==> src/rtl/di_i2_alloc_ctrl.sv <==
// Issue-2 allocation controller: claims eligible instructions from primary IF,
// buffers them for issue-2 ID, caps in-flight ops, and sequences flush/drain.
module di_i2_alloc_ctrl #(
    parameter int DEPTH   = 2,
    parameter int MAX_OUT = 4,
    parameter int HOLDOFF = 2
) (
    input  logic        clk,
    input  logic        rst_n,
    input  logic        primary_if_valid,
    input  logic [31:0] pi_fetch_addr,
    input  logic [31:0] pi_instr_decomp,
    input  logic        pi_hwlp_di_prevent_cond,
    input  logic        i2_eligible,
    input  logic        flush,
    input  logic        drain_req,
    input  logic        i2_ready,
    input  logic        i2_done,
    output logic        i2_instr_allocated,
    output logic        i2_valid,
    output logic [31:0] i2_addr,
    output logic [31:0] i2_instr,
    output logic [3:0]  i2_outstanding,
    output logic        drained,
    output logic [1:0]  state
);

    typedef enum logic [1:0] {
        RUN   = 2'd0,
        HOLD  = 2'd1,
        DRAIN = 2'd2
    } st_t;

    localparam logic [1:0] LAST_PTR = 2'(DEPTH - 1);
    localparam logic [2:0] DEP_CNT  = 3'(DEPTH);
    localparam logic [4:0] MAX_SUM  = 5'(MAX_OUT);
    localparam logic [3:0] HOLD_LD  = 4'(HOLDOFF - 1);

    st_t         r_st;
    logic [3:0]  r_hold;
    logic [2:0]  r_cnt;
    logic [1:0]  r_rd;
    logic [1:0]  r_wr;
    logic [3:0]  r_out;
    logic        r_drn;
    logic [31:0] r_mem_a [4];
    logic [31:0] r_mem_i [4];

    logic [4:0]  w_sum;
    logic        w_alloc;
    logic        w_acc;
    logic        w_dec;

    function automatic logic [1:0] f_nxt(input logic [1:0] p);
        f_nxt = (p == LAST_PTR) ? 2'd0 : p + 2'd1;
    endfunction

    assign w_sum   = {2'b00, r_cnt} + {1'b0, r_out};
    assign w_alloc = primary_if_valid & i2_eligible & ~pi_hwlp_di_prevent_cond
                   & ~flush & (r_st == RUN) & ~drain_req
                   & (r_cnt < DEP_CNT) & (w_sum < MAX_SUM);
    assign i2_valid = (r_cnt != 3'd0) & ~flush;
    assign w_acc    = i2_valid & i2_ready;
    // a retire with nothing in flight is dropped so the count cannot wrap
    assign w_dec    = i2_done & (r_out != 4'd0);

    assign i2_instr_allocated = w_alloc;
    assign i2_addr        = r_mem_a[r_rd];
    assign i2_instr       = r_mem_i[r_rd];
    assign i2_outstanding = r_out;
    assign drained        = r_drn & drain_req;
    assign state          = r_st;

    always_ff @(posedge clk or negedge rst_n) begin
        if (!rst_n) begin
            r_cnt <= '0;
            r_rd  <= '0;
            r_wr  <= '0;
            for (int i = 0; i < 4; i++) begin
                r_mem_a[i] <= '0;
                r_mem_i[i] <= '0;
            end
        end else if (flush) begin
            r_cnt <= '0;
            r_rd  <= '0;
            r_wr  <= '0;
        end else begin
            if (w_alloc) begin
                r_mem_a[r_wr] <= pi_fetch_addr;
                r_mem_i[r_wr] <= pi_instr_decomp;
                r_wr          <= f_nxt(r_wr);
            end
            if (w_acc)
                r_rd <= f_nxt(r_rd);
            if (w_alloc & ~w_acc)
                r_cnt <= r_cnt + 3'd1;
            else if (~w_alloc & w_acc)
                r_cnt <= r_cnt - 3'd1;
        end
    end

    always_ff @(posedge clk or negedge rst_n) begin
        if (!rst_n)
            r_out <= '0;
        else if (w_acc & ~w_dec)
            r_out <= r_out + 4'd1;
        else if (~w_acc & w_dec)
            r_out <= r_out - 4'd1;
    end

    always_ff @(posedge clk or negedge rst_n) begin
        if (!rst_n) begin
            r_st   <= RUN;
            r_hold <= '0;
            r_drn  <= 1'b0;
        end else if (flush) begin
            r_st   <= HOLD;
            r_hold <= HOLD_LD;
            r_drn  <= 1'b0;
        end else begin
            case (r_st)
                RUN: begin
                    r_drn <= 1'b0;
                    if (drain_req)
                        r_st <= DRAIN;
                end
                HOLD: begin
                    r_drn <= 1'b0;
                    if (r_hold == 4'd0)
                        r_st <= drain_req ? DRAIN : RUN;
                    else
                        r_hold <= r_hold - 4'd1;
                end
                DRAIN: begin
                    r_drn <= drain_req & (r_cnt == 3'd0) & (r_out == 4'd0);
                    if (!drain_req)
                        r_st <= RUN;
                end
                default: begin
                    r_st  <= RUN;
                    r_drn <= 1'b0;
                end
            endcase
        end
    end

endmodule

==> config.mk <==
export PLATFORM = sky130hd
export DESIGN_NAME = di_i2_alloc_ctrl
export DESIGN_NICKNAME = d
export VERILOG_FILES = /design/src/rtl/di_i2_alloc_ctrl.sv
export SDC_FILE = /design/constraint.sdc
export NUM_CORES = 1
export LEC_CHECK = 0
export CORE_ASPECT_RATIO = 0.6
export CORE_MARGIN = 8
export CORE_UTILIZATION = 56
export CTS_CLUSTER_DIAMETER = 40
export DETAILED_ROUTE_END_ITERATION = 6
export PLACE_DENSITY = 0.84
export SLEW_MARGIN = 5
export SYNTH_ARGS = -nofsm -noshare
export SYNTH_HDL_FRONTEND = slang
export SYNTH_SLANG_ARGS = --single-unit
export TNS_END_PERCENT = 10
==> constraint.sdc <==
create_clock -name clk -period 2.8 [get_ports clk]
set_input_delay 0.56 -clock clk [delete_from_list [all_inputs] [get_ports clk]]
set_output_delay 0.56 -clock clk [all_outputs]
set_load 0.02 [all_outputs]
* After elaboration in Yosys (flattened, before gate mapping)
Cells that the tools add are included.
Word-level totals: input bits 73, output and inout port bits 73, word-level logic and storage cells 108, flip-flop bits (word level) 274
Operators by class: multiplexer cells 32, reductions and logical operators 15, add/subtract/negate cells 8, bitwise operators 25, $lt $le $gt $ge 5, eq/ne operators 8
Operators by type and width (count):
- 128-bit bitwise mux | 2
- 32-bit two-way mux | 5
- 32-bit binary-select mux with 2-bit select | 2
- 32-bit demux with 2-bit select | 1
- 2-bit two-way mux | 11
- 4-bit two-way mux | 5
- 1-bit AND | 17
- 3-bit two-way mux | 3
- 3-bit != test, second input constant | 3
- 4-bit zero test | 2
- 2-bit nonzero test | 4
- 4-bit by 1-bit subtractor with 4-bit output, second input constant | 2
- 2-bit by 1-bit == test with 1-bit output, second input constant | 3
- 3-bit >= comparator, second input constant | 2
- 1-bit inverter | 6
- 2-bit inverter with 3-bit output | 2
- 2-bit case mux with 3 select lines | 1
- 3-bit nonzero test | 2
- 3-bit by 4-bit adder with 5-bit output | 1
- 5-bit by 3-bit < comparator with 1-bit output, second input constant | 1
- 2-bit by 1-bit adder with 2-bit output, second input constant | 2
- 4-bit by 1-bit adder with 4-bit output, second input constant | 1
- 2-bit AND reduction | 2
- 4-bit nonzero test | 1
- other kinds (11) | 12

* Longest topological paths before layout
depth in word-level cells 12, gate-level depth with buffers 9, mapped depth without buffers 9

* Worst setup path before layout
No wires, ideal clock.
path kind flip-flop to flip-flop, start point register r_out[2] (netlist: i2_outstanding[2]), end point register r_cnt[1], path buffers 0, stages on the path, launching flop included 10, library setup time 0.094 ns, period minus slack after synthesis 2.641 ns, data arrival time 2.547 ns, setup slack 0.159 ns, path through dfrtp_1 -> ha_1 -> nor3_1 -> nand4_1 -> nor3_1 -> fa_1 -> nand2b_1 -> o22ai_1 -> a21oi_1 -> a211oi_1
Between the ends: word-level cells in the longest chain between the ends 6, elaborated cells on any way between the ends 9, classes of those cells add/sub: 1; order compare: 1; mux: 2; bitwise: 4; reduce/logical: 1
Ends and longest elaborated chain:
- from (decl) | line 44 | logic [3:0] r_out;
- from (signal assigned) | line 106 | r_out <= r_out + 4'd1;
- from (signal assigned) | line 108 | r_out <= r_out - 4'd1;
- 3-bit by 4-bit adder with 5-bit output (*) | line 58 | assign w_sum = {2'b00, r_cnt} + {1'b0, r_out};
- 5-bit by 3-bit < comparator with 1-bit output (*) | line 61 | & (r_cnt < DEP_CNT) & (w_sum < MAX_SUM);
- 1-bit AND (*) | line 61
- 1-bit AND / 1-bit inverter (equally long branches) | line 95, 97
- 3-bit two-way mux / 1-bit AND (equally long branches) | line 95, 97
- 3-bit two-way mux / 3-bit nonzero test (equally long branches)
- to (signal assigned) | line 96 | r_cnt <= r_cnt + 3'd1;
- to (signal assigned) | line 98 | r_cnt <= r_cnt - 3'd1;
- to (decl) | line 41 | logic [2:0] r_cnt;
Mark *: on every way between the ends. The rest lies on a longest branch, timed or not. A chain may end at the register's enable or synchronous reset.

* Worst setup path after layout
start point register r_rd[0], end point output port i2_instr[7]
Between the ends: word-level cells in the longest chain between the ends 4
Ends and longest elaborated chain:
- from (decl) | line 42 | logic [1:0] r_rd;
- from (signal assigned) | line 94 | r_rd <= f_nxt(r_rd);
- 2-bit inverter with 3-bit output (implied by the code) | line 69 | assign i2_instr = r_mem_i[r_rd];
- 32-bit binary-select mux with 2-bit select | line 69
- 32-bit two-way mux (implied by the code) (2 in a row) | line 69
- to (decl) | line 22 | output logic [31:0] i2_instr,
Every way passes these cells. The select of a mux whose other input is x is not followed.

==> impl_metrics.ini <==
[outcome]
run_status = completed

[logic_synthesis]
synth_common_cells = dfrtp_1, mux2_2, mux4_2
yosysUniqueCellTypes = 44
synthMostInstantiatedCell = dfrtp_1
async_flop_share_pct = 100
synth_edf_count = 0
synth.top_cell.area_share_pct = 54.7
synthTopCellsByArea = dfrtp_1, mux2_2, mux4_2
synthCells = 732
synth-seq-cells = 274
netlist_area_um2 = 12500
syn_nets = 814
avgSynthCellArea_um2 = 17.1
synth_flop_cell = dfrtp_1
yosysTopAreaCell = dfrtp_1
yosysWarnings = 0
synth_seq_area_share_pct = 54.7

[pwr]
power_frac_seq_pct = 44.6
ir_drop_uv = 410
p_switching_w = 0.00235
fin_total_pwr_w = 0.00956
p_comb_share_pct = 14.8
leakagePower_nw = 7.61
sw_frac_of_total_pct = 24.6
power_frac_clock_pct = 40.6
power.density_nw_per_um2 = 618
p_int_w = 0.00721

[global_routing]
grt_max_degree = 67
track_usage_pct = 20.3
antenna_found_initial = 1
grt_overflow_total = 0
grt_pass1_vias = 8067
grt_pass1_wl_um = 45900

[worst_hold_path]
hp-class = reg2reg

[timing]
setup_violations = 0
fin_crit_sh_pct = 96.8
tightest_slew_ns = 0.519
rsz0062_at_grt = no
finalHoldViolations = 0
setup-tns-final_ns = 0
fin_crit_ns = 2.71
timing.fmax_ghz = 0.369
hold_slack_ns = 0.488
slew_headroom_pct = 65.4
slew_viol_final = 0
fin_skew_ns = 0.0121

[critical_path]
max_stage_delay_ns = 0.54
critPathBufInv = 2
critical_path_class = reg2out
cp_slowest_cell = mux4_2
path_cells = buf_16 -> mux4_2 -> clkdlybuf4s15_1
cp-end-kind = output port
worstPathRequired_ns = 2.24
arrival_ns = 2.15
path_max_fanout = 29
start_kind = flip-flop
path_delay_family = buffers and inverters

[detailed_routing]
totalWireLength_um = 27500
via_per_inst = 5.84
wirelength_met1_um = 13000
wire_per_inst_um = 22.5
top_layer = met5
vias = 7131
drt_iter0_markers = 432
drc = 0
dr.pass1.iters = 4
wl_met2_um = 12600
wl_met3_um = 1480
ant_nets = 0

[cells_and_area]
antennaDiodeCount = 0
nNetsFinal = 998
areaGrowthSynthToFinish_pct = 23.3
fill_cells = 1447
final_util_pct = 70.2
fin_area_um2 = 15500
final_layout_size_suffix_gt1_share_pct = 45.3

[cts]
clockBufferDepth = 3
cts_inserted_buffers = 27
clock-sinks = 274
post-cts-setup-buffers = 0
cts-root-buf = clkbuf_16
clk_pin_slew_ns = 0.06
tritoncts = yes
clock_latency_ns = 0.52
cts_max_level = 1

[floorplanning]
dieArea_um2 = 27600
num_rows = 42
die_h_um = 132
die_w_um = 209
ios = 146
initial_core_util_pct = 56.9
core_region_area_um2 = 22000

[place]
portBuffers = 145
hpwl_um = 18200
dpl_cell_area_um2 = 14500
place_congestion = 0.873

[flow_run]
maxCapViolCount = 0
-- final timing paths --
check	startpoint	slack, ns	end	cells after the start
max	r_rd[0]	0.09	i2_instr[7]	3
min	r_mem_i[72]	0.49	r_mem_i[72]	1
max reg2reg	i2_outstanding[2]	0.28	r_cnt[1]	9
min reg2reg	r_mem_i[72]	0.49	r_mem_i[72]	1
max in group asynchronous	rst_n	1.46	r_mem_i[32]	3
min in group asynchronous	rst_n	0.58	r_mem_a[111]	2
-- registers in the layout (all words and copies together), names as in the netlist --
signal	count
r_hold	4
r_cnt	3
r_drn	1
r_rd	2
i2_outstanding	4
r_mem_i	128
r_mem_a	128
r_wr	2
state	2
-- power groups by stage --
| stage | Sequential [W] | Clock [W] | Combinational, W |
|---|---|---|---|
| final | 0.00426 | 0.00388 | 0.00141 |
| after global routing | 0.00428 | 0.00414 | 0.00155 |
| after CTS | 0.00426 | 0.00395 | 0.00143 |
| after detailed placement | 0.00432 | 0 | 0.00147 |
| after global placement | 0.00432 | 0 | 0.00143 |
| after floorplan | 0.00434 | 0 | 0.000727 |
-- metrics by stage --
step	setup slack, ns	cells
3_3_place_gp	-0.0606	1171
3_5_place_dp	-0.0703	1171
6_report	0.0888	1222
4_1_cts	-0.197	1221
2_1_floorplan	0.159	732
5_1_grt	0.00511	1222
-- placed cells by master, fill, tap and decap left out, types with 3 or more instances in the layout --
| master | n |
|---|---|
| dfrtp_1 | 272 |
| mux2_2 | 183 |
| clkdlybuf4s50_1 | 79 |
| mux4_2 | 64 |
| mux2_4 | 60 |
| dlygate4sd2_1 | 32 |
| buf_4 | 32 |
| clkbuf_16 | 28 |
| clkdlybuf4s15_1 | 19 |
| mux2_1 | 15 |
| buf_12 | 15 |
| clkbuf_2 | 12 |
| nor2_1 | 11 |
| inv_1 | 8 |
| clkbuf_1 | 8 |
| a21oi_1 | 7 |
| ha_1 | 7 |
| nand3_1 | 6 |
| nand2b_1 | 5 |
| xnor2_1 | 5 |
| bufinv_16 | 5 |
| clkbuf_8 | 5 |
| nor4_4 | 4 |
| o21ai_0 | 4 |
| nand2_1 | 3 |
| nor3_1 | 3 |
-- per-layer routing --
metal  vias up  GRT usage (%)
met4         2           3.90
li1       3106              -
met5         -              0
met1      3787           29.1
met2       199           31.7
met3        37           4.44
-- final cells by class --
class / count / area (um2) / area share (%)
flip-flops and latches: 274 / 6860 / 44.4
well taps: 286 / 358 / 2.32
clock buffers: 40 / 774 / 5.01
inverters: 8 / 30.0 / 0.194
clock inverters: 9 / 184 / 1.19
multi-input cells: 409 / 5250 / 34.0
repair buffers: 196 / 1990 / 12.9
-- timing repair --
| item | CTS | global route |
|---|---|---|
| setup endpoints to repair | 65 | 39 |
| hold buffers | 1 | 0 |
| hold endpoints to repair | 12 | 0 |
| resized for setup | 70 | 41 |
| cloned | 0 | 1 |
| pin swaps | 0 | 0 |
-- cells by family after synthesis --
group,share of synthesized area [%]
AOI/OAI and AO/OA,0.858
DFF,54.7
and+or+nand+nor,2.83
muxes,36.6
adders and majority gates,1.02
buffers and inverters,3.48
xor gates and xnor gates,0.489
Note: power is estimated with default switching activity, not from simulation.
